$ cat src/rtl/uart_pkg.sv
// ---------------------------------------------------------------------------
// uart_pkg
// Shared definitions for the UART frame parser:
//   - FSM state encoding (legacy-compatible localparam constants)
//   - error cause codes reported on o_err_code
//   - default frame-start marker
// ---------------------------------------------------------------------------
package uart_pkg;

  typedef logic [2:0] state_t;

  localparam state_t ST_HUNT    = 3'd0;
  localparam state_t ST_ADDR    = 3'd1;
  localparam state_t ST_LEN     = 3'd2;
  localparam state_t ST_PAYLOAD = 3'd3;
  localparam state_t ST_CSUM    = 3'd4;
  localparam state_t ST_DRAIN   = 3'd5;

  localparam logic [1:0] ERR_NONE    = 2'd0;
  localparam logic [1:0] ERR_CSUM    = 2'd1;
  localparam logic [1:0] ERR_LEN     = 2'd2;
  localparam logic [1:0] ERR_TIMEOUT = 2'd3;

  localparam logic [7:0] DEFAULT_SYNC_BYTE = 8'hA5;

endpackage

$ cat src/rtl/uart_frame_buf.sv
// ---------------------------------------------------------------------------
// uart_frame_buf
// Payload buffer: DEPTH x 8 register file, one synchronous write port and
// one combinational read port.
//   clk   : clock
//   we    : write enable
//   waddr : write address
//   wdata : write data
//   raddr : read address
//   rdata : read data (combinational)
// ---------------------------------------------------------------------------
module uart_frame_buf #(
  parameter int DEPTH = 16,
  parameter int AW    = 4
) (
  input  logic          clk,
  input  logic          we,
  input  logic [AW-1:0] waddr,
  input  logic [7:0]    wdata,
  input  logic [AW-1:0] raddr,
  output logic [7:0]    rdata
);

  logic [7:0] mem [DEPTH];

  // NOTE: the storage array has no reset; every location is written before
  // it can be read, and resetting a memory costs a mux per bit.
  always_ff @(posedge clk) begin
    if (we) begin
      mem[waddr] <= wdata;
    end
  end

  assign rdata = mem[raddr];

endmodule

$ cat src/rtl/uart_frame_parser.sv
// ---------------------------------------------------------------------------
// uart_frame_parser
// Assembles frames of the form SYNC, ADDR, LEN, PAYLOAD[LEN], CSUM from the
// UART receiver byte stream. CSUM is the XOR of ADDR, LEN and all payload
// bytes. Good frames are drained over a valid/ready byte stream; bad,
// oversize or stalled frames are dropped with a one-cycle error pulse.
//   i_clk, i_rst          : clock, asynchronous active-high reset
//   i_rx_bus, i_rx_hs     : received byte and its one-cycle done strobe
//   o_frame_valid         : high for the whole drain of a good frame
//   o_frame_addr/len      : header of the frame being drained
//   o_data, o_data_valid,
//   i_data_ready,
//   o_data_last           : payload byte stream
//   o_err, o_err_code     : error pulse and held cause code
//   o_overrun             : pulse when a byte arrives during a drain
// ---------------------------------------------------------------------------
module uart_frame_parser
  import uart_pkg::*;
#(
  parameter logic [7:0] SYNC_BYTE    = DEFAULT_SYNC_BYTE,
  parameter int         MAX_LEN      = 16,
  parameter int         TIMEOUT_CLKS = 52080
) (
  input  logic       i_clk,
  input  logic       i_rst,
  input  logic [7:0] i_rx_bus,
  input  logic       i_rx_hs,
  output logic       o_frame_valid,
  output logic [7:0] o_frame_addr,
  output logic [7:0] o_frame_len,
  output logic [7:0] o_data,
  output logic       o_data_valid,
  input  logic       i_data_ready,
  output logic       o_data_last,
  output logic       o_err,
  output logic [1:0] o_err_code,
  output logic       o_overrun
);

  localparam int IDX_W = (MAX_LEN > 1) ? $clog2(MAX_LEN) : 1;
  localparam int CNT_W = $clog2(TIMEOUT_CLKS + 1);

  state_t           state;
  logic [7:0]       addr_q;
  logic [7:0]       len_q;
  logic [7:0]       csum_q;
  logic [IDX_W-1:0] idx;
  logic [IDX_W-1:0] rd;
  logic [CNT_W-1:0] cnt;
  logic             err_q;
  logic [1:0]       err_code_q;
  logic             overrun_q;

  logic             in_frame;
  logic             draining;
  logic             timeout_hit;
  logic             len_ok;
  logic [7:0]       len_last;
  logic             idx_last;
  logic             rd_last;
  logic             beat;
  logic             buf_we;
  logic [7:0]       buf_rdata;

  assign in_frame = (state == ST_ADDR) || (state == ST_LEN) ||
                    (state == ST_PAYLOAD) || (state == ST_CSUM);
  assign draining = (state == ST_DRAIN);

  // Fires on the TIMEOUT_CLKS-th consecutive idle clock inside a frame; a
  // byte arriving in that same cycle takes priority.
  assign timeout_hit = in_frame && !i_rx_hs &&
                       (cnt == CNT_W'(TIMEOUT_CLKS - 1));

  assign len_ok   = (i_rx_bus != 8'h00) && (i_rx_bus <= 8'(MAX_LEN));
  assign len_last = len_q - 8'd1;
  assign idx_last = (8'(idx) == len_last);
  assign rd_last  = (8'(rd) == len_last);
  assign beat     = draining && i_data_ready;
  assign buf_we   = (state == ST_PAYLOAD) && i_rx_hs;

  uart_frame_buf #(
    .DEPTH (MAX_LEN),
    .AW    (IDX_W)
  ) u_buf (
    .clk   (i_clk),
    .we    (buf_we),
    .waddr (idx),
    .wdata (i_rx_bus),
    .raddr (rd),
    .rdata (buf_rdata)
  );

  // NOTE: all state below uses non-blocking assignments so every register
  // samples pre-edge values regardless of statement order.
  always_ff @(posedge i_clk or posedge i_rst) begin
    if (i_rst) begin
      state      <= ST_HUNT;
      addr_q     <= 8'h00;
      len_q      <= 8'h00;
      csum_q     <= 8'h00;
      idx        <= '0;
      rd         <= '0;
      cnt        <= '0;
      err_q      <= 1'b0;
      err_code_q <= ERR_NONE;
      overrun_q  <= 1'b0;
    end else begin
      err_q     <= 1'b0;
      overrun_q <= 1'b0;

      // Idle counter only advances between bytes of a frame being collected.
      if (!in_frame || i_rx_hs || timeout_hit) begin
        cnt <= '0;
      end else begin
        cnt <= cnt + 1'b1;
      end

      if (timeout_hit) begin
        state      <= ST_HUNT;
        err_q      <= 1'b1;
        err_code_q <= ERR_TIMEOUT;
      end else begin
        case (state)
          ST_HUNT: begin
            if (i_rx_hs && (i_rx_bus == SYNC_BYTE)) begin
              state <= ST_ADDR;
            end
          end
          ST_ADDR: begin
            if (i_rx_hs) begin
              addr_q <= i_rx_bus;
              csum_q <= i_rx_bus;
              state  <= ST_LEN;
            end
          end
          ST_LEN: begin
            if (i_rx_hs) begin
              if (!len_ok) begin
                err_q      <= 1'b1;
                err_code_q <= ERR_LEN;
                state      <= ST_HUNT;
              end else begin
                len_q  <= i_rx_bus;
                csum_q <= csum_q ^ i_rx_bus;
                idx    <= '0;
                state  <= ST_PAYLOAD;
              end
            end
          end
          ST_PAYLOAD: begin
            // A sync-valued byte here is plain data; no mid-frame resync.
            if (i_rx_hs) begin
              csum_q <= csum_q ^ i_rx_bus;
              if (idx_last) begin
                state <= ST_CSUM;
              end else begin
                idx <= idx + 1'b1;
              end
            end
          end
          ST_CSUM: begin
            if (i_rx_hs) begin
              if (i_rx_bus == csum_q) begin
                rd    <= '0;
                state <= ST_DRAIN;
              end else begin
                err_q      <= 1'b1;
                err_code_q <= ERR_CSUM;
                state      <= ST_HUNT;
              end
            end
          end
          ST_DRAIN: begin
            if (i_rx_hs) begin
              overrun_q <= 1'b1;
            end
            if (beat) begin
              if (rd_last) begin
                state <= ST_HUNT;
              end else begin
                rd <= rd + 1'b1;
              end
            end
          end
          default: state <= ST_HUNT;
        endcase
      end
    end
  end

  assign o_frame_valid = draining;
  assign o_data_valid  = draining;
  // Gate the read port so o_data reads 8'h00 outside a drain, including
  // right after reset when the buffer holds unknown contents.
  assign o_data        = draining ? buf_rdata : 8'h00;
  assign o_data_last   = draining && rd_last;
  assign o_frame_addr  = addr_q;
  assign o_frame_len   = len_q;
  assign o_err         = err_q;
  assign o_err_code    = err_code_q;
  assign o_overrun     = overrun_q;

endmodule

$ cat config.mk
export PLATFORM = sky130hd
export DESIGN_NAME = uart_frame_parser
export DESIGN_NICKNAME = d
export VERILOG_FILES = /design/src/rtl/uart_pkg.sv /design/src/rtl/uart_frame_buf.sv /design/src/rtl/uart_frame_parser.sv
export SDC_FILE = /design/constraint.sdc
export NUM_CORES = 1
export LEC_CHECK = 0
export CAP_MARGIN = 20
export CORE_MARGIN = 3
export CORE_UTILIZATION = 50
export CTS_BUF_LIST = sky130_fd_sc_hd__clkbuf_4 sky130_fd_sc_hd__clkbuf_8
export CTS_CLUSTER_SIZE = 10
export DETAILED_ROUTE_END_ITERATION = 10
export DONT_BUFFER_PORTS = 1
export HOLD_SLACK_MARGIN = 0.08
export PLACE_DENSITY = 0.62
export SLEW_MARGIN = 15
export SYNTH_ARGS = -nofsm -noshare
export SYNTH_HDL_FRONTEND = slang
export SYNTH_SLANG_ARGS = --single-unit
$ cat constraint.sdc
create_clock -name i_clk -period 2.7 [get_ports i_clk]
set_input_delay 0.54 -clock i_clk [delete_from_list [all_inputs] [get_ports i_clk]]
set_output_delay 0.54 -clock i_clk [all_outputs]
set_load 0.02 [all_outputs]
# Yosys cells after proc, flatten, opt, wreduce, memory -nomap -nowiden
# Memory sizes are Yosys's and may differ from the RTL's.
# Cells that the tools add are included.
# Widths: inputs -> output; s select.
# totals
ff_bits	55
ram_bits	128
inputBits	12
output_inout_bits	31
word_cells	120
memories	1
# mem_list
memory	depth	word_bits	rd	rd_clocked_by_memory_dff	write_ports	line	rtl
u_buf.mem	16	8	1	0	1	uart_frame_buf.sv:24	logic [7:0] mem [DEPTH];
# op_classes
add_sub_neg	4
n_lt_le_gt_ge	1
eq_ne	29
muxes	46
bitwise	2
n_reduce_logical	27
# op_table
op	count
$mux 8	5
$mux 4	8
$mux 3	10
$ne 3x3->1 const B	8
$pmux 8 s3	1
$pmux 3 s6	1
$reduce_and 6->1	3
$add 16x1->16 const B	1
$eq 16x16->1 const B	1
$eq 4x8->1	2
$mux 16	1
$pmux 4 s2	2
$ne 2x2->1 const B	7
$mux 2	6
$mux 1	10
$add 4x1->4 const B	2
$eq 8x8->1	1
$eq 8x8->1 const B	1
$le 8x5->1 const B	1
$reduce_and 8->1	1
$reduce_bool 8->1	1
$sub 8x1->8 const B	1
$xor 8x8->8	1
$logic_and 1x1->1	7
other kinds (16)	27

# Logic depth before layout (Yosys ltp)
# Gate-level depths: netlist of the first run.
# depth
depth_word	8
mapped_depth	8
ltp_nobuf	8

# Modules after synthesis
# Synthesis of the first run repeated with hierarchy kept, for this count alone.
# unflattened
cells_unflattened	545
hier_area_um2	8061.5
# by_module_without_submodules
module	n_inst	cells_per_inst	area_each_um2	seq_area_each_um2
uart_frame_buf	1	221	4987.3	3843.7
uart_frame_parser	1	324	3074.2	1376.3

# Worst setup path after synthesis of the first run
# No wires, ideal clock.
# synth_path
path_kind	flip-flop to output port
from	register rd[0]
to	output port o_data[1]
arrival_time_ns	2.035
required_ns	2.160
slack_ns	0.125
stages_incl_launch_ff	6
path_buffers	2
cell_sequence	dfrtp_1 > buf_2 > buf_2 > mux4_2 > mux4_2 > and2_1
# synth_between
elab_chain_cells	2
# synth_lines
element	line	rtl
start: declaration	uart_frame_parser.sv:48	logic [IDX_W-1:0] rd;
start signal: assignment	uart_frame_parser.sv:181	rd <= rd + 1'b1;
$mem_v2 16x8	-	
$mux 8	uart_frame_parser.sv:195	assign o_data = draining ? buf_rdata : 8'h00;
end: declaration	uart_frame_parser.sv:31	output logic [7:0] o_data,
# Every way passes these cells.

# Worst setup path after layout of the first run
# layout_path
from	register rd[0]
to	output port o_data[4]
# Same word-level chain as after synthesis.

==> key figures, run 1 <==
Run status
  • Run status: finished, violations left
  • Failing checks: setup timing

Synthesis
  • Syn Area/Cell: 14.98 um^2
  • Basic-gate share of the synthesized area counting and, or, nand and nor cells: 10.34%
  • Yosys warning count: 0
  • Synth area leader: sky130_fd_sc_hd__edfxtp_1
  • Portion of netlist area occupied by mux cells: 12.85%
  • Dominant register cell in the synthesized netlist: sky130_fd_sc_hd__edfxtp_1
  • Register bit total from synthesis: 183
  • Post-synth net total: 553
  • Number of synthesized flops with an enable pin: 128
  • Async S/R FF share, synth: 30.05%
  • Number of distinct standard cells referenced by the synthesized netlist: 52
  • Post-Syn Instances: 534
  • Area share of the largest cell type after synthesis: 48.04%
  • Fraction of synthesized cell area in xor and xnor cells: 3.737%
  • Register area share after synthesis: 65.24%
  • Cell area after synthesis: 0.008001 mm^2
  • Top cells by area in the synthesized netlist: sky130_fd_sc_hd__edfxtp_1, sky130_fd_sc_hd__dfrtp_1, sky130_fd_sc_hd__mux4_2
  • Largest family of logic cells by synthesized area: multiplexers
  • Adder and majority cell fraction of the synthesized area: 1.095%
  • Compound-cell area share of the yosys netlist: 4.066%

Critical path
  • RR Startpoint: state[1]
  • Terminus of the critical flop-to-flop path: cnt[9]
  • Critical path capture point type: output port
  • Worst setup slack for register-to-register paths: 390 ps
  • Crit path required time: 2160 ps
  • CP startpoint kind: flip-flop
  • Critical Path AT: 2410 ps
  • Largest fanout on the critical path: 8
  • Number of cells traversed by the worst register-to-register path: 5
  • Worst setup path class: flip-flop to output port

Die
  • Number of placed I/O pins: 43
  • Overall die height: 132.5 um
  • Total Die Area: 0.01756 mm^2
  • Die width: 132.5 um
  • Standard cell core area: 0.01543 mm^2
  • Rows: 45
  • Starting density of the core: 51.87%

Power
  • Total design power: 6798 uW
  • Maximum VDD drop: 452.7 uV
  • Total leakage power: 0.003202 uW
  • Total power divided by cell area: 754.3 mW/mm^2

Placed design
  • Placed wire-length estimate after detailed placement: 11.27 mm
  • Routability Congestion: 0.8342
  • Placed insts: 746
  • Buffers on Ports: 0
  • Placed cell area: 0.008422 mm^2

Global route
  • Total Routing Usage GR: 20.46%
  • First-pass GRT wire length: 26.83 mm
  • Largest net degree at the start of global routing: 31
  • Via count of the first global-routing pass: 4538
  • Congestion Overflow GR: 0
  • Number of antenna violations at the first check in global routing: 0

Clocking
  • Root buffer cell: sky130_fd_sc_hd__clkbuf_8
  • Clock tree from TritonCTS: built
  • Largest buffer count on any clock path: 2
  • Clock edge transition at the registers on the reported setup and hold paths: 90 ps
  • Number of buffers created by CTS: 17
  • Worst skew pair latency: 460 ps
  • # H-tree levels: 4
  • Num Clock Sinks: 183

Hold path
  • Path class of the lowest-slack min-delay path: primary input to flip-flop
  • Number of cells on the worst hold path: 1
  • Worst hold path endpoint: rd[3]
  • Hold path startpoint: i_rx_hs

Final layout
  • Layout area overhead: 12.63%
  • Filler-free cell count of the finished design: 784
  • Antenna cells: 0
  • Share of the core filled with cells: 58.42%
  • Final design area excluding fillers: 0.009012 mm^2
  • Final-stage net count: 579
  • Fraction of layout cells with a size suffix above 1: 25.31%

Routing
  • First-pass iteration count of the detailed router: 4
  • Wire length after detailed routing: 17.01 mm
  • WL per Instance: 21.70 um
  • Post-route antenna net violation count: 0
  • # DRC: 0
  • Total vias in the final route: 4498
  • Drt first-iter violations: 388
  • Post-detailed-route via-to-cell ratio: 5.737

STA
  • Relative slew slack: 59.99%
  • Number of endpoints failing setup at the final stage: 8
  • Total count of max-transition violations in the final report: 0
  • Worst clock skew on the final layout: 12.99 ps
  • Final number of hold-violating endpoints: 0
  • Worst slew pin tran: 595.5 ps
  • Final Cycle Share: 109.4%
  • Highest Clock Rate: 0.3384 GHz
  • Worst setup margin: -254.9 ps
  • Min Clock Period, post-route: 2955 ps
  • RSZ-0062 raised after global routing: yes

Flow run
  • Number of maximum-capacitance violations: 0
[placed cells by master, fill, tap and decap left out, types with 6 or more instances in the layout]
cell,count
sky130_fd_sc_hd__a21oi_1,18
sky130_fd_sc_hd__and2_4,8
sky130_fd_sc_hd__and3_1,6
sky130_fd_sc_hd__buf_4,35
sky130_fd_sc_hd__clkbuf_8,18
sky130_fd_sc_hd__dfrtp_1,51
sky130_fd_sc_hd__edfxtp_1,128
sky130_fd_sc_hd__ha_1,6
sky130_fd_sc_hd__inv_1,9
sky130_fd_sc_hd__mux2i_1,6
sky130_fd_sc_hd__mux4_2,40
sky130_fd_sc_hd__nand2_1,49
sky130_fd_sc_hd__nand2b_1,6
sky130_fd_sc_hd__nand3_1,14
sky130_fd_sc_hd__nand4_1,7
sky130_fd_sc_hd__nor2_1,38
sky130_fd_sc_hd__nor3_1,7
sky130_fd_sc_hd__or3_1,6
sky130_fd_sc_hd__xnor2_1,18
sky130_fd_sc_hd__xor2_1,10
[worst max-delay path, cell delays in order, from the launching register on]
cell	delay, ps
sky130_fd_sc_hd__dfrtp_2	520
sky130_fd_sc_hd__buf_12	180
sky130_fd_sc_hd__mux4_2	530
sky130_fd_sc_hd__mux4_2	530
sky130_fd_sc_hd__and2_4	210
[routing by layer]
| metal | part of all wire [%] | track usage, % | wire length, um | vias up |
|---|---|---|---|---|
| met5 | 0 | 0 | 0 | - |
| met4 | 1.3 | 5.081 | 217 | 0 |
| met3 | 6.2 | 5.209 | 1053 | 15 |
| met2 | 51 | 34.66 | 8656 | 121 |
| met1 | 42 | 26.78 | 7087 | 2310 |
| li1 | - | - | - | 2052 |
[kinds of logic (layout without fill, tap and decap cells)]
kind of cell | after synthesis | count (layout)
xor gates and xnor gates | 31 | 31
DFF | 183 | 183
AOI/OAI and AO/OA | 48 | 48
adders and majority gates | 7 | 7
buffers and inverters | 48 | 87
and+or+nand+nor | 165 | 165
muxes | 52 | 52
[repair_timing]
action,in CTS,in global routing
cloned,1,1
hold endpoints to repair,25,0
setup endpoints to repair,9,9
hold buffers,1,0
setup buffers,3,1
gates resized for setup,14,20
pin swaps,4,2
[per-stage QoR]
| stage | TNS [ps] | hold slack, ps | setup slack (ps) |
|---|---|---|---|
| CTS | -1848 | 151.2 | -259.8 |
| finish | -1602 | 178.2 | -254.9 |
| floorplan | 0 | 423.9 | 125.1 |
| global placement | 0 | 437.0 | 196.0 |
| detailed placement | 0 | 460.3 | 140.7 |
| global route | -2244 | 133.4 | -317.1 |
[how the worst max path moves through the flow]
stage	slack, ps	end	from	cells past startpoint
after floorplan	130	o_data[1]	rd[0]	5
after detailed placement	140	o_data[4]	rd[0]	4
after global placement	200	o_data[4]	rd[0]	4
final	-250	o_data[4]	rd[0]	4
after global routing	-320	o_data[4]	rd[0]	4
after CTS	-260	o_data[3]	rd[0]	4
[registers in the layout, summed over array words and instances, names as in the netlist]
register	cells
o_err_code	2
csum_q	8
idx	4
cnt	16
o_overrun	1
o_frame_len	8
o_frame_addr	8
rd	4
state	3
o_err	1
u_buf.mem	128
[cell type report]
cell class,instances,area [um^2]
Timing Repair Buffer,42,397.9
Sequential cell,183,5225
Fill cell,1244,6415
Clock inverter,13,156.4
Tap cell,211,264.0
Multi-Input combinational cell,303,2661
Inverter,13,52.55
Clock buffer,19,255.2
[Yosys cell counts, types with 6 or more instances]
master / instances
sky130_fd_sc_hd__edfxtp_1: 128
sky130_fd_sc_hd__and3_1: 7
sky130_fd_sc_hd__nand2b_1: 6
sky130_fd_sc_hd__xnor2_1: 19
sky130_fd_sc_hd__dfrtp_1: 55
sky130_fd_sc_hd__nor3_1: 8
sky130_fd_sc_hd__a21oi_1: 18
sky130_fd_sc_hd__mux2i_1: 6
sky130_fd_sc_hd__nand4_1: 7
sky130_fd_sc_hd__or3_1: 6
sky130_fd_sc_hd__mux4_2: 40
sky130_fd_sc_hd__buf_2: 12
sky130_fd_sc_hd__nand3_1: 14
sky130_fd_sc_hd__inv_1: 12
sky130_fd_sc_hd__ha_1: 7
sky130_fd_sc_hd__nand2_1: 49
sky130_fd_sc_hd__nor2_1: 38
sky130_fd_sc_hd__clkbuf_1: 17
sky130_fd_sc_hd__xor2_1: 10
sky130_fd_sc_hd__and2_1: 13
[report_power, final]
group	internal, uW	switching, uW	total (uW)
logic	630	696	1330
clock network	890	998	1890
registers	3250	333	3580
No activity file was read; power rests on OpenSTA's default activity.
==> run 2, diff against run 1 <==
PLACE_DENSITY = 0.61   (was 0.62)
==> run 2 against run 1 <==
- the flow still finishes with violations (setup timing)
- register-to-register slack got worse by 80 ps
- fmax increased by 1.1%
- non-clock buffer count is 7 higher
- critical path depth up 1
- clock skew shrank 4.4 ps
- highest routed layer unchanged
- combinational power hardly changed
- hold slack got worse by 9.6 ps
- count of clock-buffer cells in the layout fell by 2
- total power fell by 2.4%
- sequential power about the same
- largest cell class unchanged
- sequential share of layout area rose by 0.21 points
==> key figures, run 2 (synthesized netlist as in run 1, its figures left out) <==
STA
  • Final Cycle Share: 108.2% (-1.2 points)
  • Final number of hold-violating endpoints: 0 (unchanged)
  • Worst setup margin: -222.5 ps (+32.34 ps)
  • Number of endpoints failing setup at the final stage: 8 (unchanged)
  • Min Clock Period, post-route: 2923 ps (-32.34 ps)
  • Worst clock skew on the final layout: 8.633 ps (-4.352 ps)
  • Relative slew slack: 57.70% (-2.3 points)
  • Worst slew pin tran: 633.6 ps (+38.11 ps)
  • Total count of max-transition violations in the final report: 0 (unchanged)
  • RSZ-0062 raised after global routing: yes
  • Highest Clock Rate: 0.3422 GHz (+1.1%)
  • Hold WS: 168.5 ps (-9.623 ps)

Run status
  • Run status: finished, violations left
  • Failing checks: setup timing

Final layout
  • Biggest registers after layout: u_buf.mem: 128 flops, cnt: 16 flops
  • Footprint of the multi-input gates: 0.002641 mm^2 (-0.75%)
  • Total of fill cells in the finished design: 1227 (-1.4%)
  • Layout area overhead: 12.26%
  • Fraction of layout cells with a size suffix above 1: 25.39% (+0.083 points)
  • Final design area excluding fillers: 0.008982 mm^2 (-0.33%)
  • Final-stage net count: 586 (+1.2%)
  • Leading cell types in the layout, fill and taps excluded: sky130_fd_sc_hd__edfxtp_1, sky130_fd_sc_hd__dfrtp_1, sky130_fd_sc_hd__nand2_1
  • Most common cell after layout, fill and taps aside: sky130_fd_sc_hd__edfxtp_1
  • Max reg flops: 128 (unchanged)
  • Reg with most FFs: u_buf.mem
  • Share of the core filled with cells: 58.22% (-0.19 points)
  • Area used by sequential logic in the layout: 0.005226 mm^2 (about the same)
  • Antenna cells: 0 (unchanged)

Global route
  • First-pass GRT wire length: 27.29 mm (+1.7%)
  • Congestion Overflow GR: 0 (unchanged)
  • Number of antenna violations at the first check in global routing: 0 (unchanged)
  • Via count of the first global-routing pass: 4630 (+2.0%)
  • Largest net degree at the start of global routing: 30 (-3.2%)
  • Total Routing Usage GR: 20.70% (+0.24 points)

Clocking
  • Num Clock Sinks: 183 (unchanged)
  • Largest buffer count on any clock path: 2 (unchanged)
  • Number of buffers created by CTS: 17 (unchanged)
  • Root buffer cell: sky130_fd_sc_hd__clkbuf_8
  • Clock edge transition at the registers on the reported setup and hold paths: 90 ps (about the same)
  • Clock tree from TritonCTS: built
  • Worst skew pair latency: 450 ps (about the same)
  • # H-tree levels: 4 (unchanged)

Critical path
  • Largest fanout on the critical path: 5 (-3)
  • Worst setup path class: flip-flop to output port
  • Critical path capture point type: output port
  • RR Startpoint: o_frame_len[1]
  • Critical Path AT: 2380 ps (-30 ps)
  • Number of cells traversed by the worst register-to-register path: 11 (+6)
  • Crit path required time: 2160 ps (about the same)
  • CP startpoint kind: flip-flop
  • Worst setup slack for register-to-register paths: 310 ps (-80 ps)
  • Terminus of the critical flop-to-flop path: rd[0]

Hold path
  • Path class of the lowest-slack min-delay path: primary input to flip-flop
  • Hold path startpoint: i_rx_hs
  • Worst hold path endpoint: rd[3]
  • Number of cells on the worst hold path: 1 (unchanged)

Power
  • Maximum VDD drop: 613.1 uV (+35%)
  • Total power divided by cell area: 738.4 mW/mm^2 (-2.1%)
  • Total leakage power: 0.003210 uW (+0.24%)
  • Total design power: 6633 uW (-2.4%)

Die
  • Starting density of the core: 51.87% (unchanged)
  • Number of placed I/O pins: 43 (unchanged)
  • Total Die Area: 0.01756 mm^2 (unchanged)
  • Rows: 45 (unchanged)
  • Overall die height: 132.5 um (unchanged)
  • Standard cell core area: 0.01543 mm^2 (unchanged)
  • Die width: 132.5 um (unchanged)

Routing
  • WL per Instance: 22.04 um (+1.6%)
  • Drt first-iter violations: 302 (-22%)
  • Wire length after detailed routing: 17.41 mm (+2.3%)
  • First-pass iteration count of the detailed router: 4 (unchanged)
  • Post-detailed-route via-to-cell ratio: 5.775 (+0.65%)
  • # DRC: 0 (unchanged)
  • Post-route antenna net violation count: 0 (unchanged)
  • Total vias in the final route: 4562 (+1.4%)

Placed design
  • Routability Congestion: 0.8272 (-0.84%)
  • Buffers on Ports: 0 (unchanged)
  • Placed wire-length estimate after detailed placement: 11.39 mm (+1.1%)
  • Placed cell area: 0.008427 mm^2 (about the same)

Flow run
  • Number of maximum-capacitance violations: 0 (unchanged)
[run 2: cell types whose count changed in the layout (fill, tap and decap cells not counted), sizes merged]
cell | before | now
clkbuf | 20 | 17
clkinv | 3 | 8
inv | 20 | 16
clkinvlp | 1 | 2
bufinv | 2 | 1
buf | 40 | 48
[run 2: routing by layer]
| layer | part of all wire (%) | up-vias | GRT usage [%] |
|---|---|---|---|
| met5 | 0 | - | 0 |
| met4 | 1.4 | 0 | 5.543 |
| met3 | 5.2 | 13 | 5.627 |
| met2 | 50 | 122 | 34.15 |
| met1 | 43 | 2355 | 27.48 |
| li1 | - | 2072 | - |
[run 2: worst max-delay path: stages (launching register included)]
cell and delay, ps:
sky130_fd_sc_hd__dfrtp_2 480, sky130_fd_sc_hd__buf_6 170, sky130_fd_sc_hd__buf_16 120, sky130_fd_sc_hd__mux4_2 490
sky130_fd_sc_hd__mux4_2 480, sky130_fd_sc_hd__and2_4 200
[run 2: how the worst max path moves through the flow]
stage | slack (ps) | depth (start not counted) | endpoint | startpoint
finish | -220 | 5 | o_data[2] | rd[0]
global placement | 230 | 4 | o_data[4] | rd[0]
floorplan | 130 | 5 | o_data[1] | rd[0]
CTS | -270 | 5 | o_data[2] | rd[0]
detailed placement | 220 | 4 | o_data[4] | rd[1]
global route | -300 | 4 | o_data[6] | rd[0]
[run 2: cell type report]
class	count	share of cell area, %
Clock inverter	14	1.393
Clock buffer	17	2.605
Inverter	13	0.5433
Timing Repair Buffer	49	4.931
Multi-Input combinational cell	303	29.41
Sequential cell	183	58.18
Tap cell	211	2.939
[run 2: metrics by stage]
step           TNS, ps  worst slack, ps  std cells
6_report         -1652           -222.5        790
5_1_grt          -2407           -302.4        790
4_1_cts          -1928           -273.2        790
3_5_place_dp         0            216.8        750
3_3_place_gp         0            234.0        750
2_1_floorplan        0            125.1        534
[run 2: what timing repair did]
| action | 4_1_cts | 5_1_grt |
|---|---|---|
| hold endpoints to repair | 28 | 0 |
| pin swaps | 9 | 2 |
| setup endpoints to repair | 9 | 9 |
| resized for setup | 29 | 3 |
| hold buffers | 1 | 0 |
| gates cloned | 3 | 0 |
| setup buffers | 5 | 1 |
[run 2: where the power goes]
part,total (uW),switching (uW),internal (uW),leakage [uW]
logic,1330,696,639,0.00116
registers,3590,338,3250,0.00187
clock network,1710,976,732,0.000184
==> run 3, diff against run 2 <==
CORE_UTILIZATION = 40   (was 50)
PLACE_DENSITY = 0.5   (was 0.61)
==> run 3 against run 2 <==
- the run still ends with setup timing left
- largest cell class unchanged
- non-clock buffer count is 6 lower
- critical path type unchanged
- clock power rose by 22%
- largest power group unchanged
- sequential share of layout area decreased by 0.22 points
- highest routed layer unchanged
- clock skew rose by 3.8 ps
- final cell count up 6.2%
==> key figures, run 3 (synthesized netlist as in run 1, its figures left out) <==
Run status
  • Run status: finished, violations left
  • Failing checks: setup timing

Clocking
  • Clock edge transition at the registers on the reported setup and hold paths: 90 ps (about the same)
  • Number of buffers created by CTS: 17 (unchanged)
  • Largest buffer count on any clock path: 2 (unchanged)
  • Worst skew pair latency: 470 ps (+20 ps)
  • # H-tree levels: 4 (unchanged)
  • Num Clock Sinks: 183 (unchanged)
  • Clock tree from TritonCTS: built
  • Root buffer cell: sky130_fd_sc_hd__clkbuf_8

Power
  • Switching power as a share of total power: 29.50% (-0.82 points)
  • Total power divided by cell area: 768.8 mW/mm^2 (+4.1%)
  • P_int: 4886 uW (+5.7%)
  • Combinational share of power: 18.2% (-1.9 points)
  • Total design power: 6930 uW (+4.5%)
  • Sequential group share of total power: 51.8% (-2.3 points)
  • Maximum VDD drop: 436.1 uV (-29%)
  • Total leakage power: 0.003184 uW (-0.81%)
  • Relative contribution of the clock network to total power: 30.1% (+4.3 points)
  • Sw Pwr: 2044 uW (+1.7%)

STA
  • Total count of max-transition violations in the final report: 0 (unchanged)
  • Final Cycle Share: 109.8% (+1.5 points)
  • RSZ-0062 raised after global routing: yes
  • Final number of hold-violating endpoints: 0 (unchanged)
  • Worst slew pin tran: 622.0 ps (-11.68 ps)
  • Worst clock skew on the final layout: 12.44 ps (+3.807 ps)
  • Number of endpoints failing setup at the final stage: 8 (unchanged)
  • Highest Clock Rate: 0.3375 GHz (-1.4%)
  • Total negative slack for setup checks: -1713 ps (-60.47 ps)
  • Min Clock Period, post-route: 2963 ps (+40.71 ps)
  • Relative slew slack: 58.22% (+0.52 points)
  • Worst setup margin: -263.3 ps (-40.71 ps)

Final layout
  • Reg with most FFs: u_buf.mem
  • Biggest registers after layout: u_buf.mem: 128 flops, cnt: 16 flops
  • Antenna cells: 0 (unchanged)
  • Max reg flops: 128 (unchanged)
  • Most common cell after layout, fill and taps aside: sky130_fd_sc_hd__edfxtp_1
  • Fraction of layout cells with a size suffix above 1: 23.34% (-2.0 points)
  • Footprint of the multi-input gates: 0.002605 mm^2 (-1.4%)
  • Final-stage net count: 580 (-1.0%)
  • Total of fill cells in the finished design: 1722 (+40%)
  • Leading cell types in the layout, fill and taps excluded: sky130_fd_sc_hd__edfxtp_1, sky130_fd_sc_hd__dfrtp_1, sky130_fd_sc_hd__nand2_1
  • Layout area overhead: 12.67%
  • Area used by sequential logic in the layout: 0.005225 mm^2 (about the same)
  • Filler-free cell count of the finished design: 839 (+6.2%)

Routing
  • Drt first-iter violations: 262 (-13%)
  • Total vias in the final route: 4527 (-0.77%)
  • WL per Instance: 20.51 um (-7.0%)
  • First-pass iteration count of the detailed router: 5 (+1)
  • Wire length after detailed routing: 17.20 mm (-1.2%)
  • # DRC: 0 (unchanged)
  • Post-route antenna net violation count: 0 (unchanged)
  • Post-detailed-route via-to-cell ratio: 5.396 (-6.6%)

Placed design
  • Placed wire-length estimate after detailed placement: 11.85 mm (+4.0%)
  • Routability Congestion: 0.7536 (-8.9%)
  • Placed insts: 805 (+7.3%)
  • Buffers on Ports: 0 (unchanged)

Critical path
  • Largest fanout on the critical path: 23 (+18)
  • Worst setup path class: flip-flop to output port
  • CP startpoint kind: flip-flop
  • Critical Path AT: 2420 ps (+40 ps)
  • Crit path required time: 2160 ps (about the same)
  • RR Startpoint: o_frame_len[0]
  • Number of cells traversed by the worst register-to-register path: 8 (-3)
  • Worst setup slack for register-to-register paths: 370 ps (+60 ps)
  • Critical path capture point type: output port
  • Terminus of the critical flop-to-flop path: state[0]

Hold path
  • Worst hold path endpoint: rd[2]
  • Hold path startpoint: i_rx_hs
  • Path class of the lowest-slack min-delay path: primary input to flip-flop
  • Number of cells on the worst hold path: 1 (unchanged)

Die
  • Total Die Area: 0.02174 mm^2 (+24%)
  • Overall die height: 147.4 um (+11%)
  • Die width: 147.4 um (+11%)
  • Number of placed I/O pins: 43 (unchanged)
  • Starting density of the core: 40.98% (-11 points)
  • Rows: 51 (+13%)
  • Standard cell core area: 0.01953 mm^2 (+27%)

Flow run
  • Number of maximum-capacitance violations: 0 (unchanged)

Global route
  • Congestion Overflow GR: 0 (unchanged)
  • Via count of the first global-routing pass: 4664 (+0.73%)
  • Largest net degree at the start of global routing: 30 (unchanged)
  • First-pass GRT wire length: 26.88 mm (-1.5%)
  • Total Routing Usage GR: 16.52% (-4.2 points)
  • Number of antenna violations at the first check in global routing: 2 (+2)
-- run 3: changes by cell type in the layout (fill, tap and decap cells not counted), moves of 3 or more --
cell                        change
sky130_fd_sc_hd__and2_1         +7
sky130_fd_sc_hd__and2_4         -7
sky130_fd_sc_hd__clkinv_2       -5
sky130_fd_sc_hd__bufinv_16      +3
-- run 3: worst max-delay path, stage by stage (launching register included) --
cell and delay (ps):
sky130_fd_sc_hd__dfrtp_2 420, sky130_fd_sc_hd__buf_12 220, sky130_fd_sc_hd__mux4_2 510, sky130_fd_sc_hd__mux4_2 540, sky130_fd_sc_hd__and2_1 260
-- run 3: through the flow --
stage | cell area (um^2) | setup slack (ps) | util [%] | hold WS (ps)
after floorplan | 8001 | 125.1 | - | 423.9
after global placement | 8502 | 199.5 | 43.54 | 445.5
after detailed placement | 8502 | 187.5 | 43.54 | 446.1
after CTS | 9004 | -308.6 | 46.11 | 111.7
after global routing | 9015 | -353.4 | 46.17 | 119.9
final | 9015 | -263.3 | 46.17 | 147.3
-- run 3: power groups by stage --
stage / registers, uW / logic (uW) / clock network [uW]
floorplan: 3560 / 952 / 0
global placement: 3630 / 1180 / 0
detailed placement: 3640 / 1200 / 0
global route: 3620 / 1400 / 2270
CTS: 3590 / 1250 / 2150
finish: 3590 / 1260 / 2080
-- run 3: timing repair --
item	in CTS	in global routing
hold buffers	1	0
buffers inserted	1	0
hold endpoints to repair	16	0
endpoints found under the setup margin	11	9
pin swaps	3	1
resized for setup	9	2
-- run 3: worst max path at each step --
stage | start | to | slack, ps
finish | rd[0] | o_data[4] | -260
global route | rd[0] | o_data[4] | -350
CTS | rd[0] | o_data[4] | -310
detailed placement | rd[1] | o_data[0] | 190
global placement | rd[1] | o_data[0] | 200
floorplan | rd[0] | o_data[1] | 130
-- run 3: final cells by class --
| class | count | share of cell area, % |
|---|---|---|
| clock buffer | 18 | 2.679 |
| clock inverter | 14 | 2.318 |
| inverter | 13 | 0.5829 |
| multi-input combinational | 303 | 28.90 |
| sequential | 183 | 57.96 |
| tap | 265 | 3.678 |
| timing repair buffer | 43 | 3.886 |
-- run 3: metal layers --
metal	wire length, um	track usage (%)	vias to the layer above	share of wire [%]
li1	-	-	2055	-
met4	193	4.846	0	1.1
met5	0	0	-	0
met3	1122	4.414	15	6.5
met2	8279	26.45	119	48
met1	7609	22.45	2338	44
